===== config.mk =====
export PLATFORM = sky130hd
export DESIGN_NAME = gemm_result_collector_flat
export DESIGN_NICKNAME = d
export VERILOG_FILES = /design/src/rtl/gemm_result_collector_if.sv /design/src/rtl/gemm_result_collector.sv /design/src/flat_wrapper.sv
export SDC_FILE = /design/constraint.sdc
export NUM_CORES = 1
export LEC_CHECK = 0
export CORE_MARGIN = 5
export CORE_UTILIZATION = 33
export DETAILED_ROUTE_END_ITERATION = 12
export PLACE_DENSITY = 0.63
export SLEW_MARGIN = 5
export SYNTH_ARGS = -nofsm -noshare
export SYNTH_HDL_FRONTEND = slang
export SYNTH_SLANG_ARGS = --single-unit

===== constraint.sdc =====
create_clock -name clk -period 2.5 [get_ports clk]
set_clock_uncertainty 0.15 [all_clocks]
set_input_delay 0.375 -clock clk [delete_from_list [all_inputs] [get_ports clk]]
set_output_delay 0.375 -clock clk [all_outputs]
set_load 0.05 [all_outputs]

===== src/rtl/gemm_result_collector_if.sv =====
// rtl/gemm_result_collector_if.sv - issue credit, array capture and result stream bundle for the GEMM result collector
interface gemm_result_collector_if #(
    parameter int SA_SIZE                = 8,
    parameter int WEIGHT_ACTIVATION_SIZE = 8,
    parameter int DEPTH                  = 4
);
    localparam int OCC_W = $clog2(DEPTH + 1);

    logic                              issue_valid;
    logic                              issue_ready;
    logic [WEIGHT_ACTIVATION_SIZE-1:0] sa_out [SA_SIZE];
    logic                              sa_output_valid;
    logic                              res_valid;
    logic                              res_ready;
    logic [WEIGHT_ACTIVATION_SIZE-1:0] res_data [SA_SIZE];
    logic                              res_last;
    logic [OCC_W-1:0]                  occupancy;
    logic                              err_protocol;
    logic                              err_latency;

    modport slave (
        input  issue_valid, sa_out, sa_output_valid, res_ready,
        output issue_ready, res_valid, res_data, res_last, occupancy, err_protocol, err_latency
    );

    modport master (
        output issue_valid, sa_out, sa_output_valid, res_ready,
        input  issue_ready, res_valid, res_data, res_last, occupancy, err_protocol, err_latency
    );
endinterface


===== src/rtl/gemm_result_collector.sv =====
// rtl/gemm_result_collector.sv - tracks issues through the fixed-latency array and buffers results behind credits
module gemm_result_collector #(
    parameter int SA_SIZE                = 8,
    parameter int WEIGHT_ACTIVATION_SIZE = 8,
    parameter int DEPTH                  = 4,
    parameter int ROWS                   = 8
) (
    input  logic                   clk,
    input  logic                   resetn,
    gemm_result_collector_if.slave bus
);
    localparam int LAT = 2 * SA_SIZE;
    localparam int CW  = $clog2(DEPTH + 1);
    localparam int PW  = (DEPTH > 1) ? $clog2(DEPTH) : 1;
    localparam int RW  = (ROWS > 1) ? $clog2(ROWS) : 1;
    localparam logic [CW-1:0] DEPTH_C = CW'(DEPTH);
    localparam logic [PW-1:0] PTR_MAX = PW'(DEPTH - 1);
    localparam logic [RW-1:0] ROW_MAX = RW'(ROWS - 1);

    typedef logic [SA_SIZE-1:0][WEIGHT_ACTIVATION_SIZE-1:0] vec_t;

    logic [LAT-1:0] trk;
    logic [CW-1:0]  inflight;
    logic [CW-1:0]  fifo_count;
    logic [CW-1:0]  occ;
    logic [PW-1:0]  wr_ptr;
    logic [PW-1:0]  rd_ptr;
    logic [RW-1:0]  row_cnt;
    vec_t           mem [DEPTH];
    vec_t           sa_vec;
    logic           accept;
    logic           cap;
    logic           pop;

    // Credits cover both buffered and in-flight vectors, so a capture always has a free slot.
    assign occ             = fifo_count + inflight;
    assign bus.occupancy   = occ;
    assign bus.issue_ready = occ < DEPTH_C;
    assign accept          = bus.issue_valid && bus.issue_ready;
    assign cap             = trk[LAT-1];
    assign bus.res_valid   = fifo_count != '0;
    assign pop             = bus.res_valid && bus.res_ready;
    assign bus.res_last    = bus.res_valid && (row_cnt == ROW_MAX);

    for (genvar i = 0; i < SA_SIZE; i++) begin : g_lane
        assign sa_vec[i]       = bus.sa_out[i];
        assign bus.res_data[i] = bus.res_valid ? mem[rd_ptr][i] : '0;
    end

    always_ff @(posedge clk or negedge resetn) begin
        if (!resetn) begin
            trk              <= '0;
            inflight         <= '0;
            fifo_count       <= '0;
            wr_ptr           <= '0;
            rd_ptr           <= '0;
            row_cnt          <= '0;
            bus.err_protocol <= 1'b0;
            bus.err_latency  <= 1'b0;
        end else begin
            trk        <= {trk[LAT-2:0], accept};
            inflight   <= inflight + CW'(accept) - CW'(cap);
            fifo_count <= fifo_count + CW'(cap) - CW'(pop);
            if (cap) begin
                wr_ptr <= (wr_ptr == PTR_MAX) ? '0 : wr_ptr + 1'b1;
            end
            if (pop) begin
                rd_ptr  <= (rd_ptr == PTR_MAX) ? '0 : rd_ptr + 1'b1;
                row_cnt <= (row_cnt == ROW_MAX) ? '0 : row_cnt + 1'b1;
            end
            if (bus.issue_valid && !bus.issue_ready) begin
                bus.err_protocol <= 1'b1;
            end
            // A late array still gets its slot filled so later results stay in order.
            if (cap && !bus.sa_output_valid) begin
                bus.err_latency <= 1'b1;
            end
        end
    end

    always_ff @(posedge clk) begin
        if (cap) begin
            mem[wr_ptr] <= sa_vec;
        end
    end
endmodule


===== src/flat_wrapper.sv =====
// flat-port wrapper written by rule: the top's interface ports become plain ports
module gemm_result_collector_flat 
#(
    parameter int SA_SIZE                = 8,
    parameter int WEIGHT_ACTIVATION_SIZE = 8,
    parameter int DEPTH                  = 4,
    parameter int ROWS                   = 8
)
  (clk, resetn, bus_issue_valid, bus_sa_out, bus_sa_output_valid, bus_res_ready, bus_issue_ready, bus_res_valid, bus_res_data, bus_res_last, bus_occupancy, bus_err_protocol, bus_err_latency);
  gemm_result_collector_if #(.SA_SIZE(SA_SIZE), .WEIGHT_ACTIVATION_SIZE(WEIGHT_ACTIVATION_SIZE), .DEPTH(DEPTH)) bus_i ();
  input  logic clk;
  input  logic resetn;
  input wire logic [$bits(bus_i.issue_valid)-1:0] bus_issue_valid;
  input wire logic [$bits(bus_i.sa_out)-1:0] bus_sa_out;
  input wire logic [$bits(bus_i.sa_output_valid)-1:0] bus_sa_output_valid;
  input wire logic [$bits(bus_i.res_ready)-1:0] bus_res_ready;
  output wire logic [$bits(bus_i.issue_ready)-1:0] bus_issue_ready;
  output wire logic [$bits(bus_i.res_valid)-1:0] bus_res_valid;
  output wire logic [$bits(bus_i.res_data)-1:0] bus_res_data;
  output wire logic [$bits(bus_i.res_last)-1:0] bus_res_last;
  output wire logic [$bits(bus_i.occupancy)-1:0] bus_occupancy;
  output wire logic [$bits(bus_i.err_protocol)-1:0] bus_err_protocol;
  output wire logic [$bits(bus_i.err_latency)-1:0] bus_err_latency;
  assign bus_i.issue_valid = bus_issue_valid;
  assign bus_i.sa_out = {>>{bus_sa_out}};
  assign bus_i.sa_output_valid = bus_sa_output_valid;
  assign bus_i.res_ready = bus_res_ready;
  assign bus_issue_ready = bus_i.issue_ready;
  assign bus_res_valid = bus_i.res_valid;
  assign bus_res_data = {>>{bus_i.res_data}};
  assign bus_res_last = bus_i.res_last;
  assign bus_occupancy = bus_i.occupancy;
  assign bus_err_protocol = bus_i.err_protocol;
  assign bus_err_latency = bus_i.err_latency;
  gemm_result_collector #(.SA_SIZE(SA_SIZE), .WEIGHT_ACTIVATION_SIZE(WEIGHT_ACTIVATION_SIZE), .DEPTH(DEPTH), .ROWS(ROWS)) u_core (.clk(clk), .resetn(resetn), .bus(bus_i));
endmodule

==> results.md, run 1 <==
* Number of global-route vias before repair at just under 6000
* Clock Path Buffers at 3
* Register bit count reported by yosys at 287
* Worst-case setup slack after placement at -0.0589 ns
* Power density normalized to cell area at approximately 1500 mW/mm^2
* Detailed-route via count at around 5300
* First-pass GRT wire length at roughly 36000 um
* Post-Synthesis Cell Area at around 0.011 sq mm
* Fmax at around 0.37 GHz
* Share of cells above drive strength 1 at between 30% and 40%
* Minimum clock period after layout at 2.70 ns
* Root Driver: sky130_fd_sc_hd__clkbuf_16
* Antenna cell count at 0
* Die boundary height at 192 um
* Total Die Area at 0.0368 sq mm
* Crit path max fanout at 16
* Fill cells at roughly 2800
* Skew-Pair Late Insertion Delay at 0.54 ns
* Total Routed Length at ~24000 um
* Worst Slack Setup Final at -0.202 ns
* Rel. slew slack at roughly two thirds
* Post-Place Cells at between 1000 and 1500
* Status: complete, but fails checks
* Fin cells at roughly 1100
* Hold Worst Slack at between 0.06 and 0.07 ns
* Worst EP arrival at 2.18 ns
* Pins Over Slew Limit at 0
* Total setup violations reported at the end of the flow at 67
* Dominant cell type by area after synthesis: sky130_fd_sc_hd__edfxtp_1
* Drt first-iter violations at 220
* Maxcap violations at 0
* Number of antenna violations at the first check in global routing at 2
* Storage element area at approximately 0.0085 sq mm
* Number of endpoints with negative hold slack in the final report at 0
* Most area-consuming cells after synthesis: sky130_fd_sc_hd__edfxtp_1, sky130_fd_sc_hd__mux4_2, sky130_fd_sc_hd__dfrtp_1, sky130_fd_sc_hd__and2_1, sky130_fd_sc_hd__ha_1
* Critical Path Start Type: register
* CP Data Required Time at 1.98 ns
* Clock sinks at 287
* Post-layout utilization of the core at between 40 and 50%
* Clock tree from TritonCTS: yes
* Distinct cell type count after synthesis at 23
* Worst vdd rail ir drop at about 1.6 mV
* I/O pins at between 100 and 150
* Average wire per cell in the routed design at about 21 um
* Number of buffers added by the clock tree synthesis step at 30
* Standby leakage power at roughly 5.1 nW
* Worst-margin pin slew at ~0.50 ns
* Violated checks: setup timing
* Vias per Instance at ~4.6
* Number of I/O port buffers at 140
* Path category of the worst min-delay check: in -> async
* Maximum number of pins on one net before global-route repair at 39
* Area growth from synthesis to layout at 32.2%
* Number of standard-cell rows in the floorplan at 66
* Count of hold buffers inserted by post-cts repair at 0
* Cells after Synth at approximately 500
* GRT Util Overall at between 10% and 20%
* RSZ-0062 raised after global routing: yes
* # DRC at 0
* Register area share after synthesis at ~78%
* Htree depth at 1
* Post-Syn Nets at around 570
* Post-synthesis area per instance at ~22 sq um
* Final weighted congestion of routability-driven global placement at between 0.7 and 0.8
* Final worst-path cycle share at 108%
* Effective utilization at floorplan at between 30% and 40%
* Clk slew on worst S/H paths at 0.06 ns
* Die width at 192 um
* Sort of element at the end of the critical path: primary output
* Category of the most critical setup path: reg -> out
* Area of the placeable core at ~0.033 sq mm
* Total Negative Setup Slacks at -10.67 ns
* Number of iterations in the first detailed-routing pass at 4
* Global-route congestion overflow total at 0
* Residual antenna-violating net count after detailed routing at 0
* Placed wire-length estimate at between 10000 and 15000 um
* Combined area of the multi-input logic cells at between 0.002 and 0.0025 sq mm
* Nets at about 760
* Total of warnings raised by yosys at 0
* Fraction of post-synthesis cell area in the top cell type by area at between 70 and 80%
## worst max-delay path: stages (launching register included)
cell,delay [ns]
sky130_fd_sc_hd__dfrtp_1,0.40
sky130_fd_sc_hd__buf_6,0.13
sky130_fd_sc_hd__or3_4,0.48
sky130_fd_sc_hd__buf_16,0.24
sky130_fd_sc_hd__and2_1,0.16
sky130_fd_sc_hd__buf_4,0.19
## power breakdown
| part | switching (mW) | internal, mW | total [mW] |
|---|---|---|---|
| registers | 0.294 | 6.16 | 6.45 |
| clock network | 1.74 | 2.77 | 4.50 |
| logic | 5.89 | 4.41 | 10.3 |
## sequential cells by signal (all words and copies together) (netlist names)
signal / count
u_core.mem: 256
u_core.trk: 16
u_core.fifo_count: 3
u_core.inflight: 3
u_core.row_cnt: 3
u_core.rd_ptr: 2
u_core.wr_ptr: 2
u_core.bus.err_latency: 1
u_core.bus.err_protocol: 1
## worst paths after layout
path                                         to                 start  slack [ns]  depth (start not counted)
setup / recovery                bus_res_data[5]  u_core.fifo_count[0]       -0.20                          5
hold / removal             u_core.fifo_count[0]                resetn        0.07                          2
setup reg to reg             u_core.inflight[2]  u_core.fifo_count[0]        0.01                          9
hold reg to reg                   u_core.trk[5]         u_core.trk[4]        0.20                          0
max in group asynchronous      u_core.rd_ptr[0]                resetn        1.81                          2
min in group clk                  u_core.trk[5]         u_core.trk[4]        0.20                          0
## kinds of logic (layout without fill, tap and decap cells)
| kind of cell | count (synthesis) | in the layout | synth area share, % |
|---|---|---|---|
| flops | 287 | 287 | 77.6 |
| compound gates | 5 | 5 | 0.344 |
| mux | 69 | 69 | 13.7 |
| fa+ha+maj | 15 | 15 | 1.93 |
| xor+xnor | 5 | 5 | 0.528 |
| simple gates | 76 | 76 | 4.31 |
| buf+inv | 33 | 238 | 1.57 |
## per-layer routing
layer	GRT usage, %	part of all wire [%]	vias up
met3	3.07	5.8	40
met4	2.82	1.9	2
met5	0	0.055	-
met1	17.1	42	2767
met2	22.2	51	147
li1	-	-	2312
## layout make-up
class                   instances  share of cell area [%]
well taps                     442                    3.84
clock inverters                12                   0.989
clock buffers                  44                    6.15
inverters                      12                   0.330
multi-input cells             170                    16.7
repair buffers                170                    13.3
flip-flops and latches        287                    58.8
## Yosys cell counts (all sizes together)
cell / n
o21ai: 2
o31ai: 1
fa: 3
nor2b: 1
or3: 1
mux2: 5
buf: 13
nor2: 2
edfxtp: 256
clkbuf: 8
mux4: 64
xor2: 1
xnor3: 1
nand2: 1
o21bai: 1
xnor2: 3
and2: 70
inv: 12
or3b: 1
dfrtp: 31
a21o: 1
ha: 12
## repair_timing
action                                  in CTS  in global routing
pin swaps                                    2                  0
gates cloned                                 6                  1
setup buffers                                4                  0
resized for setup                           36                 58
endpoints found under the setup margin      70                 70
## cells in the final DEF, fill, tap and decap left out, drive strengths merged
cell type        n
xor2             1
bufinv           3
o21ai            2
clkdlybuf4s50   70
o21bai           1
and2            70
xnor2            3
ha              12
o31ai            1
nor2             2
a21o             1
dfrtp           31
nand2            1
inv             13
or3              1
edfxtp         256
mux2             5
xnor3            1
dlygate4sd2      1
mux4            64
clkbuf          45
nor2b            1
or3b             1
fa               3
buf             98
clkinv           8
## through the flow
step | area [sq um] | power (mW)
after global routing | 14400 | 22.3
after global placement | 12900 | 15.5
final | 14400 | 21.3
after floorplan | 10900 | 12.7
after CTS | 14200 | 21.0
after detailed placement | 12900 | 15.7
(Power assumes the default switching activity.)
==> inputs of run 2 (changes only) <==
--- a/config.mk
+++ b/config.mk
@@ -5,6 +5,8 @@
 export SDC_FILE = /design/constraint.sdc
 export NUM_CORES = 1
 export LEC_CHECK = 0
+export ABC_CLOCK_PERIOD_IN_PS = 2500
+export CORE_ASPECT_RATIO = 2
 export CORE_MARGIN = 5
 export CORE_UTILIZATION = 33
 export DETAILED_ROUTE_END_ITERATION = 12
==> results.md, run 2 (synthesis results as in run 1) <==
* Clock tree from TritonCTS: yes (unchanged)
* Htree depth at 1 (unchanged)
* Number of global-route vias before repair at 5976 (was 5917)
* Internal power component at 14.2 mW (was 13.3 mW)
* Area of the placeable core at 0.0328 sq mm (was 0.0326 sq mm)
* Effective utilization at floorplan at 33.2% (was 33.4%)
* Average wire per cell in the routed design at 21.5 um (was 20.8 um)
* Number of standard-cell rows in the floorplan at 94 (was 66)
* Number of I/O port buffers at 140 (unchanged)
* Clk slew on worst S/H paths at 0.07 ns (was 0.06 ns)
* Cell-by-cell trace of the critical path: buf_12 -> buf_16 -> mux4_2 -> and2_4 -> buf_12 (was buf_6 -> or3_4 -> buf_16 -> and2_1 -> buf_4)
* Final worst-path cycle share at 107% (was 108%)
* Worst vdd rail ir drop at 1.62 mV (about the same)
* Detailed-route via count at 5194 (was 5268)
* Die width at 139 um (was 192 um)
* Crit path max fanout at 10 (was 16)
* Hold Worst Slack at 0.0926 ns (was 0.0698 ns)
* RSZ-0062 raised after global routing: yes (unchanged)
* Worst-case setup slack after placement at -0.0398 ns (was -0.0589 ns)
* Standby leakage power at 5.21 nW (was 5.05 nW)
* Vias per Instance at 4.59 (was 4.63)
* First-pass GRT wire length at 36100 um (was 36200 um)
* Psw at 8.17 mW (was 7.92 mW)
* Kind of cell adding the most delay to the critical path: multiplexers (was simple AND/OR/NAND/NOR gates)
* # DRC at 0 (unchanged)
* Net Sw Frac at 36.5% (was 37.3%)
* Pins Over Slew Limit at 0 (unchanged)
* Worst EP arrival at 2.14 ns (was 2.18 ns)
* Share of cells above drive strength 1 at 43.3% (was 39.0%)
* Highest cell delay on the worst timing path at 0.50 ns (was 0.48 ns)
* GRT Util Overall at 12.7% (was 13.0%)
* Number of antenna violations at the first check in global routing at 5 (was 2)
* Die boundary height at 267 um (was 192 um)
* Rel. slew slack at 65.8% (was 66.4%)
* Nets at 762 (was 755)
* Part of the total power dissipated in combinational logic at 53.0% (was 48.5%)
* Portion of total power attributed to the clock network at 18.4% (was 21.2%)
* Total Routed Length at 24300 um (was 23600 um)
* Global-route congestion overflow total at 0 (unchanged)
* Cell type with the highest occurrence count on the critical path: sky130_fd_sc_hd__buf_12
* Power share of the sequential group at 28.7% (was 30.3%)
* Fill cells at 2741 (was 2768)
* Biggest regs: u_core.mem: 256 flops, u_core.trk: 16 flops (unchanged)
* Worst Slack Setup Final at -0.164 ns (was -0.202 ns)
* Final weighted congestion of routability-driven global placement at 0.731 (was 0.714)
* Maximum number of pins on one net before global-route repair at 44 (was 39)
* Number of iterations in the first detailed-routing pass at 4 (unchanged)
* Max FFs per register at 256 (unchanged)
* Top library cells by usage in the layout, fill and taps aside: sky130_fd_sc_hd__edfxtp_1, sky130_fd_sc_hd__and2_4, sky130_fd_sc_hd__clkdlybuf4s50_1 (was sky130_fd_sc_hd__edfxtp_1, sky130_fd_sc_hd__clkdlybuf4s50_1, sky130_fd_sc_hd__mux4_2)
* Category of the most critical setup path: reg -> out (unchanged)
* Total Die Area at 0.0370 sq mm (was 0.0368 sq mm)
* Most common cell after layout, fill and taps aside: sky130_fd_sc_hd__edfxtp_1 (unchanged)
* Minimum clock period after layout at 2.66 ns (was 2.70 ns)
* Maxcap violations at 0 (unchanged)
* CP Data Required Time at 1.98 ns (about the same)
* Total setup violations reported at the end of the flow at 66 (was 67)
* Worst-margin pin slew at 0.511 ns (was 0.502 ns)
* Drt first-iter violations at 228 (was 220)
* Power density normalized to cell area at 1510 mW/mm^2 (was 1470 mW/mm^2)
* Fmax at 0.375 GHz (was 0.370 GHz)
* I/O pins at 141 (unchanged)
* Status: complete, but fails checks (unchanged)
* Path category of the worst min-delay check: in -> async (unchanged)
* Clock sinks at 287 (unchanged)
* Sort of element at the end of the critical path: primary output (unchanged)
* Critical Path Start Type: register (unchanged)
* Clock Path Buffers at 3 (unchanged)
* Area growth from synthesis to layout at 35.5% (was 32.2%)
* Slowest CP cell: sky130_fd_sc_hd__mux4_2 (was sky130_fd_sc_hd__or3_4)
* Root Driver: sky130_fd_sc_hd__clkbuf_16 (unchanged)
* Buffers & Inverters on Critical Path at 3 (unchanged)
* Placed wire-length estimate at 14400 um (was 13600 um)
* Violated checks: setup timing (unchanged)
* Number of endpoints with negative hold slack in the final report at 0 (unchanged)
* Residual antenna-violating net count after detailed routing at 0 (unchanged)
* Skew-Pair Late Insertion Delay at 0.53 ns (was 0.54 ns)
* Register bank with the most flops: u_core.mem (unchanged)
* Number of buffers added by the clock tree synthesis step at 26 (was 30)
## run 2: cell types whose count changed in the layout (fill, tap and decap cells not counted), moves of 2 or more
| cell | previous run | this run |
|---|---|---|
| sky130_fd_sc_hd__buf_8 | 2 | 0 |
| sky130_fd_sc_hd__buf_12 | 12 | 31 |
| sky130_fd_sc_hd__buf_6 | 36 | 48 |
| sky130_fd_sc_hd__clkbuf_16 | 33 | 31 |
| sky130_fd_sc_hd__clkinvlp_4 | 0 | 3 |
| sky130_fd_sc_hd__clkbuf_4 | 3 | 0 |
| sky130_fd_sc_hd__clkbuf_1 | 6 | 3 |
| sky130_fd_sc_hd__clkinv_1 | 0 | 3 |
| sky130_fd_sc_hd__and2_1 | 30 | 0 |
| sky130_fd_sc_hd__buf_4 | 41 | 18 |
| sky130_fd_sc_hd__buf_16 | 7 | 9 |
| sky130_fd_sc_hd__diode_2 | 0 | 2 |
| sky130_fd_sc_hd__clkbuf_8 | 3 | 0 |
| sky130_fd_sc_hd__and2_4 | 40 | 70 |
## run 2: final cells by class
class	instances	area, sq um	area share (%)
clock buffer	30	687	4.65
sequential	287	8470	57.3
clock inverter	17	200	1.35
multi-input combinational	170	2480	16.8
timing repair buffer	181	2350	15.9
inverter	12	47.5	0.322
antenna	2	5.00	0.0339
tap	432	541	3.66
## run 2: routing by layer
layer	up-vias	routed length, um	global-route usage (%)
met3	37	1090	2.84
met4	6	491	4.09
met1	2701	8680	13.7
li1	2326	-	-
met5	-	41	0
met2	124	14000	24.6
## run 2: power by group through the flow
| stage | clock [mW] | combinational [mW] | sequential [mW] |
|---|---|---|---|
| after floorplan | 0 | 6.22 | 6.44 |
| after global routing | 4.41 | 12.4 | 6.48 |
| after global placement | 0 | 9.81 | 6.47 |
| after CTS | 4.21 | 11.8 | 6.42 |
| final | 4.11 | 11.8 | 6.42 |
| after detailed placement | 0 | 9.93 | 6.54 |
## run 2: worst paths after layout
kind	start	end	slack [ns]	depth (start not counted)
min in group clk	u_core.trk[12]	u_core.trk[13]	0.20	0
hold reg to reg	u_core.trk[12]	u_core.trk[13]	0.20	0
setup reg to reg	u_core.inflight[0]	u_core.inflight[2]	0.09	9
hold / removal	resetn	u_core.bus.err_protocol	0.09	2
setup / recovery	u_core.rd_ptr[0]	bus_res_data[28]	-0.16	5
max in group asynchronous	resetn	u_core.rd_ptr[1]	1.78	2
## run 2: repair_timing
action	4_1_cts	5_1_grt
pin swaps	4	12
hold buffers	0	0
gates cloned	6	4
buffers inserted	9	2
endpoints found under the hold margin	0	0
gates resized for setup	121	9
setup endpoints to repair	70	70
## run 2: stage by stage
| stage | instances | power (mW) | util, % | TNS [ns] | area [sq um] |
|---|---|---|---|---|---|
| floorplan | 490 | 12.7 | - | -0.129 | 10900 |
| global placement | 1061 | 16.3 | 40.0 | 0 | 13100 |
| detailed placement | 1061 | 16.5 | 40.0 | -0.0398 | 13100 |
| CTS | 1123 | 22.4 | 44.6 | -11.89 | 14600 |
| global route | 1130 | 23.3 | 45.0 | -13.55 | 14800 |
| finish | 1131 | 22.4 | 45.1 | -8.89 | 14800 |
